### config.mk
export PLATFORM = sky130hd
export DESIGN_NAME = mtr_drv_multi
export DESIGN_NICKNAME = d
export VERILOG_FILES = /design/src/rtl/mtr_drv_multi.sv
export SDC_FILE = /design/constraint.sdc
export NUM_CORES = 1
export LEC_CHECK = 0
export CORE_AREA = 2 2 101 94
export DETAILED_ROUTE_END_ITERATION = 10
export DIE_AREA = 0 0 103 96
export DONT_BUFFER_PORTS = 1
export GPL_TIMING_DRIVEN = 0
export PLACE_DENSITY = 0.65
export SYNTH_ARGS = -nofsm -noshare
export SYNTH_HDL_FRONTEND = slang
export SYNTH_SLANG_ARGS = --single-unit
### constraint.sdc
create_clock -name clk -period 3.4 [get_ports clk]
set_input_delay 0.34 -clock clk [delete_from_list [all_inputs] [get_ports clk]]
set_output_delay 0.34 -clock clk [all_outputs]
set_load 0.03 [all_outputs]
### src/rtl/mtr_drv_multi.sv
// Multi-channel H-bridge PWM driver: slew-limited signed speed commands,
// complementary outputs with dead-time, coast/brake modes and at-target status.
module mtr_drv_multi #(
    parameter int unsigned NCH  = 2,
    parameter int unsigned W    = 11,
    parameter int unsigned SLEW = 2047,
    parameter int unsigned DB   = 0
) (
    input  logic             clk,
    input  logic             rst,
    input  logic             en,
    input  logic             brake,
    input  logic [NCH*W-1:0] speed,
    output logic [NCH-1:0]   pwm1,
    output logic [NCH-1:0]   pwm2,
    output logic [NCH-1:0]   at_target,
    output logic             prd_strb
);
    localparam int unsigned      DTW     = 4;
    localparam logic [W-1:0]     CNT_MAX = {W{1'b1}};
    localparam logic [W-1:0]     HALF    = {1'b1, {(W-1){1'b0}}};
    localparam logic signed [W:0] SLEW_S = (W+1)'(SLEW);
    localparam logic [W-1:0]     SLEW_W  = W'(SLEW);
    localparam logic [DTW-1:0]   DT_LOAD = DTW'((DB == 0) ? 0 : DB - 1);

    typedef enum logic [1:0] {
        MODE_COAST,
        MODE_BRAKE,
        MODE_RUN
    } mode_t;

    mode_t                mode_q, mode_d;
    logic [W-1:0]         cnt_q;
    logic                 wrap;
    logic                 reentry;
    logic signed [W-1:0]  cur_q  [NCH];
    logic signed [W-1:0]  cur_d  [NCH];
    logic signed [W-1:0]  tgt    [NCH];
    logic signed [W:0]    diff   [NCH];
    logic [W-1:0]         step   [NCH];
    logic [W-1:0]         duty_q [NCH];
    logic [W-1:0]         duty_d [NCH];
    logic [DTW-1:0]       dt_q   [NCH];
    logic [DTW-1:0]       dt_d   [NCH];
    logic [NCH-1:0]       raw, raw_q;
    logic [NCH-1:0]       pwm1_d, pwm2_d, at_target_d;

    // Mode decode; coast overrides brake.
    always_comb begin
        mode_d = MODE_RUN;
        if (!en) begin
            mode_d = MODE_COAST;
        end else if (brake) begin
            mode_d = MODE_BRAKE;
        end
        wrap    = (cnt_q == CNT_MAX);
        reentry = (mode_q != MODE_RUN);
    end

    // Per-channel clamp, slew step, raw PWM and dead-time output selection.
    always_comb begin
        raw         = '0;
        pwm1_d      = '0;
        pwm2_d      = '0;
        at_target_d = '0;
        for (int i = 0; i < int'(NCH); i++) begin
            tgt[i] = speed[i*W +: W];
            if (tgt[i] == HALF) begin
                tgt[i] = HALF | W'(1);
            end
            diff[i] = {tgt[i][W-1], tgt[i]} - {cur_q[i][W-1], cur_q[i]};
            if (diff[i] > SLEW_S) begin
                step[i] = cur_q[i] + SLEW_W;
            end else if (diff[i] < -SLEW_S) begin
                step[i] = cur_q[i] - SLEW_W;
            end else begin
                step[i] = tgt[i];
            end

            cur_d[i]  = cur_q[i];
            duty_d[i] = duty_q[i];
            dt_d[i]   = dt_q[i];
            raw[i]    = (cnt_q < duty_q[i]);

            case (mode_d)
                MODE_COAST: begin
                    cur_d[i]  = '0;
                    duty_d[i] = HALF;
                    dt_d[i]   = '0;
                end
                MODE_BRAKE: begin
                    dt_d[i]   = '0;
                    pwm1_d[i] = 1'b1;
                    pwm2_d[i] = 1'b1;
                end
                default: begin
                    if (wrap) begin
                        cur_d[i]  = step[i];
                        duty_d[i] = {~step[i][W-1], step[i][W-2:0]};
                    end
                    // Any raw edge, or leaving brake/coast, opens a fresh dead window.
                    if ((raw[i] != raw_q[i] || reentry) && (DB != 0)) begin
                        dt_d[i] = DT_LOAD;
                    end else if (dt_q[i] != '0) begin
                        dt_d[i] = dt_q[i] - DTW'(1);
                    end else begin
                        pwm1_d[i] = raw[i];
                        pwm2_d[i] = ~raw[i];
                    end
                end
            endcase

            at_target_d[i] = (cur_q[i] == tgt[i]);
        end
    end

    always_ff @(posedge clk or posedge rst) begin
        if (rst) begin
            cnt_q     <= '0;
            mode_q    <= MODE_RUN;
            raw_q     <= '1;
            pwm1      <= '0;
            pwm2      <= '0;
            at_target <= '0;
            prd_strb  <= 1'b0;
            for (int i = 0; i < int'(NCH); i++) begin
                cur_q[i]  <= '0;
                duty_q[i] <= HALF;
                dt_q[i]   <= '0;
            end
        end else begin
            cnt_q     <= cnt_q + W'(1);
            mode_q    <= mode_d;
            raw_q     <= raw;
            pwm1      <= pwm1_d;
            pwm2      <= pwm2_d;
            at_target <= at_target_d;
            prd_strb  <= wrap;
            for (int i = 0; i < int'(NCH); i++) begin
                cur_q[i]  <= cur_d[i];
                duty_q[i] <= duty_d[i];
                dt_q[i]   <= dt_d[i];
            end
        end
    end

endmodule

==> qor.txt, run 1 <==
Max-slew headroom = 54.8%
Number of flops mapped to enable cells by yosys = 0
Post-synth top area cell = dfrtp_1
Critical Path AT = 3.44 ns
Vias in the first global route = 3746
Gr ovfl total = 0
WHS = 0.0767 ns
Max_cap viols = 0
WP depth = 13
RSZ-0062 raised after global routing = false
Crit path required time = 3.63 ns
Biggest cell delay along the critical path = 0.40 ns
Clock Latency Late Sink = 0.31 ns
Top-area cell type share of the netlist area = 27.8%
Reg-to-reg startpoint = cur_q[11]$_DFFE_PP0P_
Cells after DPL = 620
Total Nets Final = 584
CP Max Fanout = 10
Power density cells = 262 mW/mm²
Slowest cell on the critical path = fa_1
Final core utilization = 52.7%
Hold EP = duty_q[21]$_DFFE_PP1P_
CTS tree = yes
Yosys reg bits = 50
Die X = 103 µm
CP Buf/Inv Count = 1
Remaining DRCs = 0
Pin count of the biggest net entering global routing = 36
Root Driver = clkbuf_8
Max Fclk = 312 MHz
Final ANT Viol Nets = 0
R2R setup slack = 0.28 ns
Post-DP Area = 0.00449 mm²
Post-Route WL = 10300 µm
Synth Flop Type = dfrtp_1
Final instance count without filler cells = 631
H-tree Lvls = 2
Fraction of layout cells with a size suffix above 1 = 7.07%
Commonest cells post-synth = 48 x dfrtp_1, 48 x ha_1, 40 x inv_1, 31 x nor2_1, 30 x nand2_1
Reg clk slew, reported paths = 0.11 ns
Reg-to-reg endpoint = cur_q[14]$_DFFE_PP0P_
Leakage power = 2.04 nW
CP delay by family, top = compound AO/OA/AOI/OAI gates
Initial Util = 48.9%
Drt pass-1 iters = 7
PortBufs = 0
Min-delay src = speed[10]
Yosys warning count = 0
Status = completed
Post-Synthesis Mean Instance Area = 8.69 µm²
CTS Sinks = 50
Min Clock Period, post-route = 3.21 ns
Clock Path Buffers = 2
Least-Margin Pin Slew = 0.672 ns
Rows = 33
Worst path cell trace = nor4b_2 > a31oi_1 > ha_1 > fa_1 > nand2b_1 > a21oi_1 > nor4_1 > a31o_2 > nor4_2 > o2111ai_2 > buf_4 > o31a_1 > o22ai_1
Antenna diode count = 0
Tot GR Track Use = 22.8%
Dpl hpwl = 7990 µm
Die H = 96 µm
Synthesized area = 0.00432 mm²
Final Hold Violating Endpoints = 0
GP Congestion = 0.893
DR WL/cell = 16.4 µm
First-pass GRT wire length = 18000 µm
Min-delay worst type = input pin to flip-flop
CP endpoint kind = flip-flop
Post-route setup TNS = 0 ns
Hold path depth = 1
Synth Net Count = 573
Seq/Total Area, Yosys = 29.0%
Full die area = 0.00989 mm²
CP startpoint kind = input pin
Critical setup path kind = input pin to flip-flop
Tcrit/Tclk final = 94.3%
Async S/R FF share, synth = 100%
Cells after Synth = 497
Core box area = 0.00884 mm²
CTS buffer count = 5
Peak supply drop = 0.000179 V
Vias per inst = 5.98
# IOs = 33
Area grow syn2layout = 7.77%
Top post-synthesis cells by area = dfrtp_1 28%, ha_1 14%, inv_1 3.5%
Setup violations, final = 0
Initial antenna violation count = 0
DRC marker count from the first detailed-route iteration = 227
Worst R2R Path Depth = 11
Clock skew after layout = 0.0176 ns
Unique masters post-synth = 62
Via count = 3772
Max Slew Vio Count = 0
Cell area after layout = 0.00465 mm²
layer usage:
metal  vias to the layer above  track usage [%]  share of wire (%)
met4                         0             3.95               0.70
li1                       1844                -                  -
met2                       104             36.4                 45
met1                      1816             32.7                 50
met5                         -                0                  0
met3                         8             4.07                4.7
what timing repair did:
action | in CTS | in global routing
hold endpoints to repair | 15 | 0
hold buffers | 1 | 0
setup buffers | 0 | 2
resized for setup | 0 | 5
setup endpoints to repair | 0 | 13
flip-flops by register name, summed over array words and instances, names as in the netlist:
name and count:
duty_q 2, cur_q 22, at_target 2, prd_strb 1
pwm2 2, cnt_q 11, pwm1 2, dt_q 8
area by class of cell:
cell class / instances / area, µm²
buffer: 31 / 145
clock buffer: 5 / 68.8
clock inverter: 3 / 47.5
fill: 844 / 4180
inverter: 40 / 150
multi-input combinational: 376 / 2790
sequential: 50 / 1250
tap: 122 / 153
timing repair buffer: 4 / 45.0
power by group:
group          internal, W  switching, W  total (W)  leakage [nW]
sequential        0.000597    0.00000686   0.000604         0.671
clock             0.000224      0.000225   0.000448        0.0587
combinational    0.0000710     0.0000966   0.000168          1.31
cell families after synthesis:
group / Yosys count / synth area share [%]
AO/OA/AOI/OAI: 126 / 21.2
buffers and inverters: 71 / 6.78
multiplexers: 16 / 3.77
adder cells (fa/ha/maj): 51 / 15.1
flip-flops: 50 / 29.0
AND/OR/NAND/NOR: 165 / 20.5
XOR/XNOR: 18 / 3.65
how the worst max path moves through the flow:
stage | startpoint | endpoint | slack (ns)
final | speed[7] | cur_q[14]$_DFFE_PP0P_ | 0.19
after global routing | speed[7] | cur_q[18]$_DFFE_PP0P_ | 0.05
after CTS | speed[7] | cur_q[14]$_DFFE_PP0P_ | 0.06
after detailed placement | speed[7] | cur_q[19]$_DFFE_PP0P_ | -0.26
after global placement | speed[7] | cur_q[21]$_DFFE_PP0P_ | -0.22
after floorplan | speed[7] | cur_q[14]$_DFFE_PP0P_ | 0.35
metrics by stage:
step	power, W	worst slack (ns)
floorplan	0.000746	0.346
global placement	0.000773	-0.216
finish	0.00122	0.195
detailed placement	0.000779	-0.262
CTS	0.00123	0.0644
global route	0.00128	0.0451
layout by cell type (no fill, tap or decap), drive strengths merged, types with 3 or more instances in the layout:
cell,instances
ha,48
dfrtp,48
inv,41
nor2,31
nand2,30
clkbuf,27
a21oi,19
nand2b,17
nand3,16
nor3,16
mux2i,14
o21ai,14
o22ai,13
buf,12
nor4,11
xor2,10
a211o,9
o31a,9
nor2b,8
o21a,8
a31oi,8
a21o,8
xnor2,8
and3,7
nand4,7
a32oi,7
a211oi,6
nand3b,5
o2111ai,5
and2,3
o211ai,3
or3,3
o41ai,3
Note: power is estimated with default switching activity, not from simulation.
==> inputs of run 2 (changes only) <==
--- a/config.mk
+++ b/config.mk
@@ -6,11 +6,13 @@
 export NUM_CORES = 1
 export LEC_CHECK = 0
 export CORE_AREA = 2 2 101 94
+export CTS_CLUSTER_DIAMETER = 30
 export DETAILED_ROUTE_END_ITERATION = 10
 export DIE_AREA = 0 0 103 96
 export DONT_BUFFER_PORTS = 1
 export GPL_TIMING_DRIVEN = 0
 export PLACE_DENSITY = 0.65
+export SLEW_MARGIN = 20
 export SYNTH_ARGS = -nofsm -noshare
 export SYNTH_HDL_FRONTEND = slang
 export SYNTH_SLANG_ARGS = --single-unit
==> qor.txt, run 2 (synthesis gave the netlist of run 1 again) <==
Status = completed
DR WL/cell = 16.3 µm (-0.29%)
Full die area = 0.00989 mm² (unchanged)
Final setup margin = 0.172 ns (-0.0229 ns)
Worst path cell trace = nor4_2 > a31oi_1 > ha_1 > fa_1 > nand2b_1 > a21oi_1 > nor4_1 > a31o_2 > nor4_2 > o2111ai_2 > clkbuf_4 > o31a_1 > o22ai_1
Rows = 33 (unchanged)
Power density cells = 248 mW/mm² (-5.5%)
CTS Sinks = 50 (unchanged)
Final ANT Viol Nets = 0 (unchanged)
Sw Ratio = 28.7% (+1.9 points)
# IOs = 33 (unchanged)
Setup violations, final = 0 (unchanged)
Largest registers = cur_q: 22 flops, cnt_q: 11 flops, dt_q: 8 flops
Clock Latency Late Sink = 0.31 ns (about the same)
CTS buffer count = 5 (unchanged)
Area grow syn2layout = 7.24%
Final instance count without filler cells = 631 (unchanged)
Initial antenna violation count = 0 (unchanged)
Dpl hpwl = 7940 µm (-0.61%)
Max_cap viols = 0 (unchanged)
Via count = 3747 (-0.66%)
DRC marker count from the first detailed-route iteration = 263 (+16%)
Min Clock Period, post-route = 3.23 ns (+0.0229 ns)
Cells after DPL = 620 (unchanged)
Gr ovfl total = 0 (unchanged)
GP Congestion = 0.893 (unchanged)
Least-Margin Pin Slew = 0.614 ns (-0.0580 ns)
CP endpoint kind = flip-flop
Sequential Power Share = 52.7% (+3.2 points)
Psw = 0.000330 W (+0.51%)
Critical setup path kind = input pin to flip-flop
Biggest cell delay along the critical path = 0.39 ns (about the same)
Pre-CTS WS = -0.236 ns (+0.0266 ns)
Vias per inst = 5.94 (-0.66%)
Leakage power = 2.03 nW (-0.68%)
Max reg flops = 22 (unchanged)
Antenna diode count = 0 (unchanged)
Reg clk slew, reported paths = 0.11 ns (about the same)
Clock Path Buffers = 2 (unchanged)
Internal cell power = 0.000818 W (-8.3%)
Reg-to-reg endpoint = cur_q[21]$_DFFE_PP0P_
Crit path required time = 3.64 ns (about the same)
Root Driver = clkbuf_8
Reg-to-reg startpoint = cur_q[11]$_DFFE_PP0P_
Tot GR Track Use = 22.7% (-0.068 points)
CP Max Fanout = 10 (unchanged)
Min-delay src = speed[10]
Hold EP = duty_q[21]$_DFFE_PP1P_
Most frequent cells in the layout = 48 x ha_1, 48 x dfrtp_1, 39 x inv_1, 31 x nor2_1, 30 x nand2_1
PortBufs = 0 (unchanged)
H-tree Lvls = 2 (unchanged)
Total Nets Final = 584 (unchanged)
Worst path most repeated cell = nor4_2
Initial Util = 48.9% (unchanged)
Fraction of layout cells with a size suffix above 1 = 7.07% (unchanged)
Combinational share of power = 14.6% (+0.9 points)
Final core utilization = 52.4% (-0.25 points)
Vias in the first global route = 3691 (-1.5%)
Die H = 96 µm (unchanged)
Die X = 103 µm (unchanged)
Fill cells = 822 (-2.6%)
Peak supply drop = 0.000157 V (-12%)
Core box area = 0.00884 mm² (unchanged)
Worst R2R Path Depth = 11 (unchanged)
Pin count of the biggest net entering global routing = 27 (-25%)
Hold path depth = 1 (unchanged)
Drt pass-1 iters = 5 (-2)
Slowest cell on the critical path = fa_1
Remaining DRCs = 0 (unchanged)
CTS tree = yes
PnR Total Power = 0.00115 W (-6.0%)
Post-Route WL = 10300 µm (-0.29%)
Max-slew headroom = 58.7% (+3.9 points)
First-pass GRT wire length = 17900 µm (-0.61%)
Min-delay worst type = input pin to flip-flop
Post-route setup TNS = 0 ns (unchanged)
Largest Register = cur_q
CP startpoint kind = input pin
Clk pwr share = 32.8% (-3.9 points)
R2R setup slack = 0.24 ns (-0.04 ns)
Critical Path AT = 3.47 ns (+0.03 ns)
Final Hold Violating Endpoints = 0 (unchanged)
Clock skew after layout = 0.0102 ns (-0.00734 ns)
Max Slew Vio Count = 0 (unchanged)
Tcrit/Tclk final = 95.0% (+0.67 points)
Max Fclk = 310 MHz (-0.71%)
-- run 2: cell types whose count changed in the layout (fill, tap and decap cells not counted) --
cell / previous run / this run
clkinvlp_4: 0 / 1
bufinv_16: 1 / 0
buf_4: 4 / 3
clkbuf_4: 0 / 1
-- run 2: worst max path at each step --
| stage | from | endpoint | slack, ns |
|---|---|---|---|
| after detailed placement | speed[7] | cur_q[19]$_DFFE_PP0P_ | -0.24 |
| final | speed[1] | cur_q[21]$_DFFE_PP0P_ | 0.17 |
| after global routing | speed[1] | cur_q[18]$_DFFE_PP0P_ | -0.04 |
| after global placement | speed[7] | cur_q[21]$_DFFE_PP0P_ | -0.22 |
| after CTS | speed[7] | cur_q[21]$_DFFE_PP0P_ | 0.1 |
| after floorplan | speed[7] | cur_q[14]$_DFFE_PP0P_ | 0.35 |
-- run 2: power by group through the flow --
stage	combinational [W]	clock, W	sequential, W
CTS	0.000166	0.000383	0.000604
floorplan	0.000130	0	0.000616
detailed placement	0.000163	0	0.000616
global route	0.000190	0.000409	0.000605
global placement	0.000157	0	0.000616
finish	0.000167	0.000376	0.000604
-- run 2: repair_timing --
action                                  CTS  global route
endpoints found under the hold margin    23             0
setup buffers                             0             2
hold buffers                              1             0
gates resized for setup                   0             4
endpoints found under the setup margin    0            21
-- run 2: cell type report --
class	count	area, µm²	share of cell area, %
tap	122	153	3.30
inverter	40	150	3.24
buffer	31	145	3.13
timing repair buffer	4	45.0	0.973
multi-input combinational	376	2790	60.3
clock inverter	3	25.0	0.540
clock buffer	5	68.8	1.49
sequential	50	1250	27.1
-- run 2: per-stage QoR --
stage	area, µm²	hold WS, ns
floorplan	4320	0.406
global placement	4470	0.412
detailed placement	4490	0.309
CTS	4590	0.0680
global route	4630	0.0583
finish	4630	0.0757
-- run 2: layer usage --
| metal | up-vias | track usage (%) | part of all wire (%) |
|---|---|---|---|
| li1 | 1849 | - | - |
| met1 | 1795 | 33.1 | 50 |
| met2 | 96 | 35.6 | 45 |
| met3 | 7 | 3.63 | 4.8 |
| met4 | 0 | 4.61 | 0.68 |
| met5 | - | 0 | 0 |
-- run 2: critical path: cells and delay by family --
| family | cells | cell delay [ns] |
|---|---|---|
| simple gates | 4 | 0.96 |
| buf+inv | 1 | 0.26 |
| fa+ha+maj | 2 | 0.63 |
| compound gates | 6 | 1.28 |
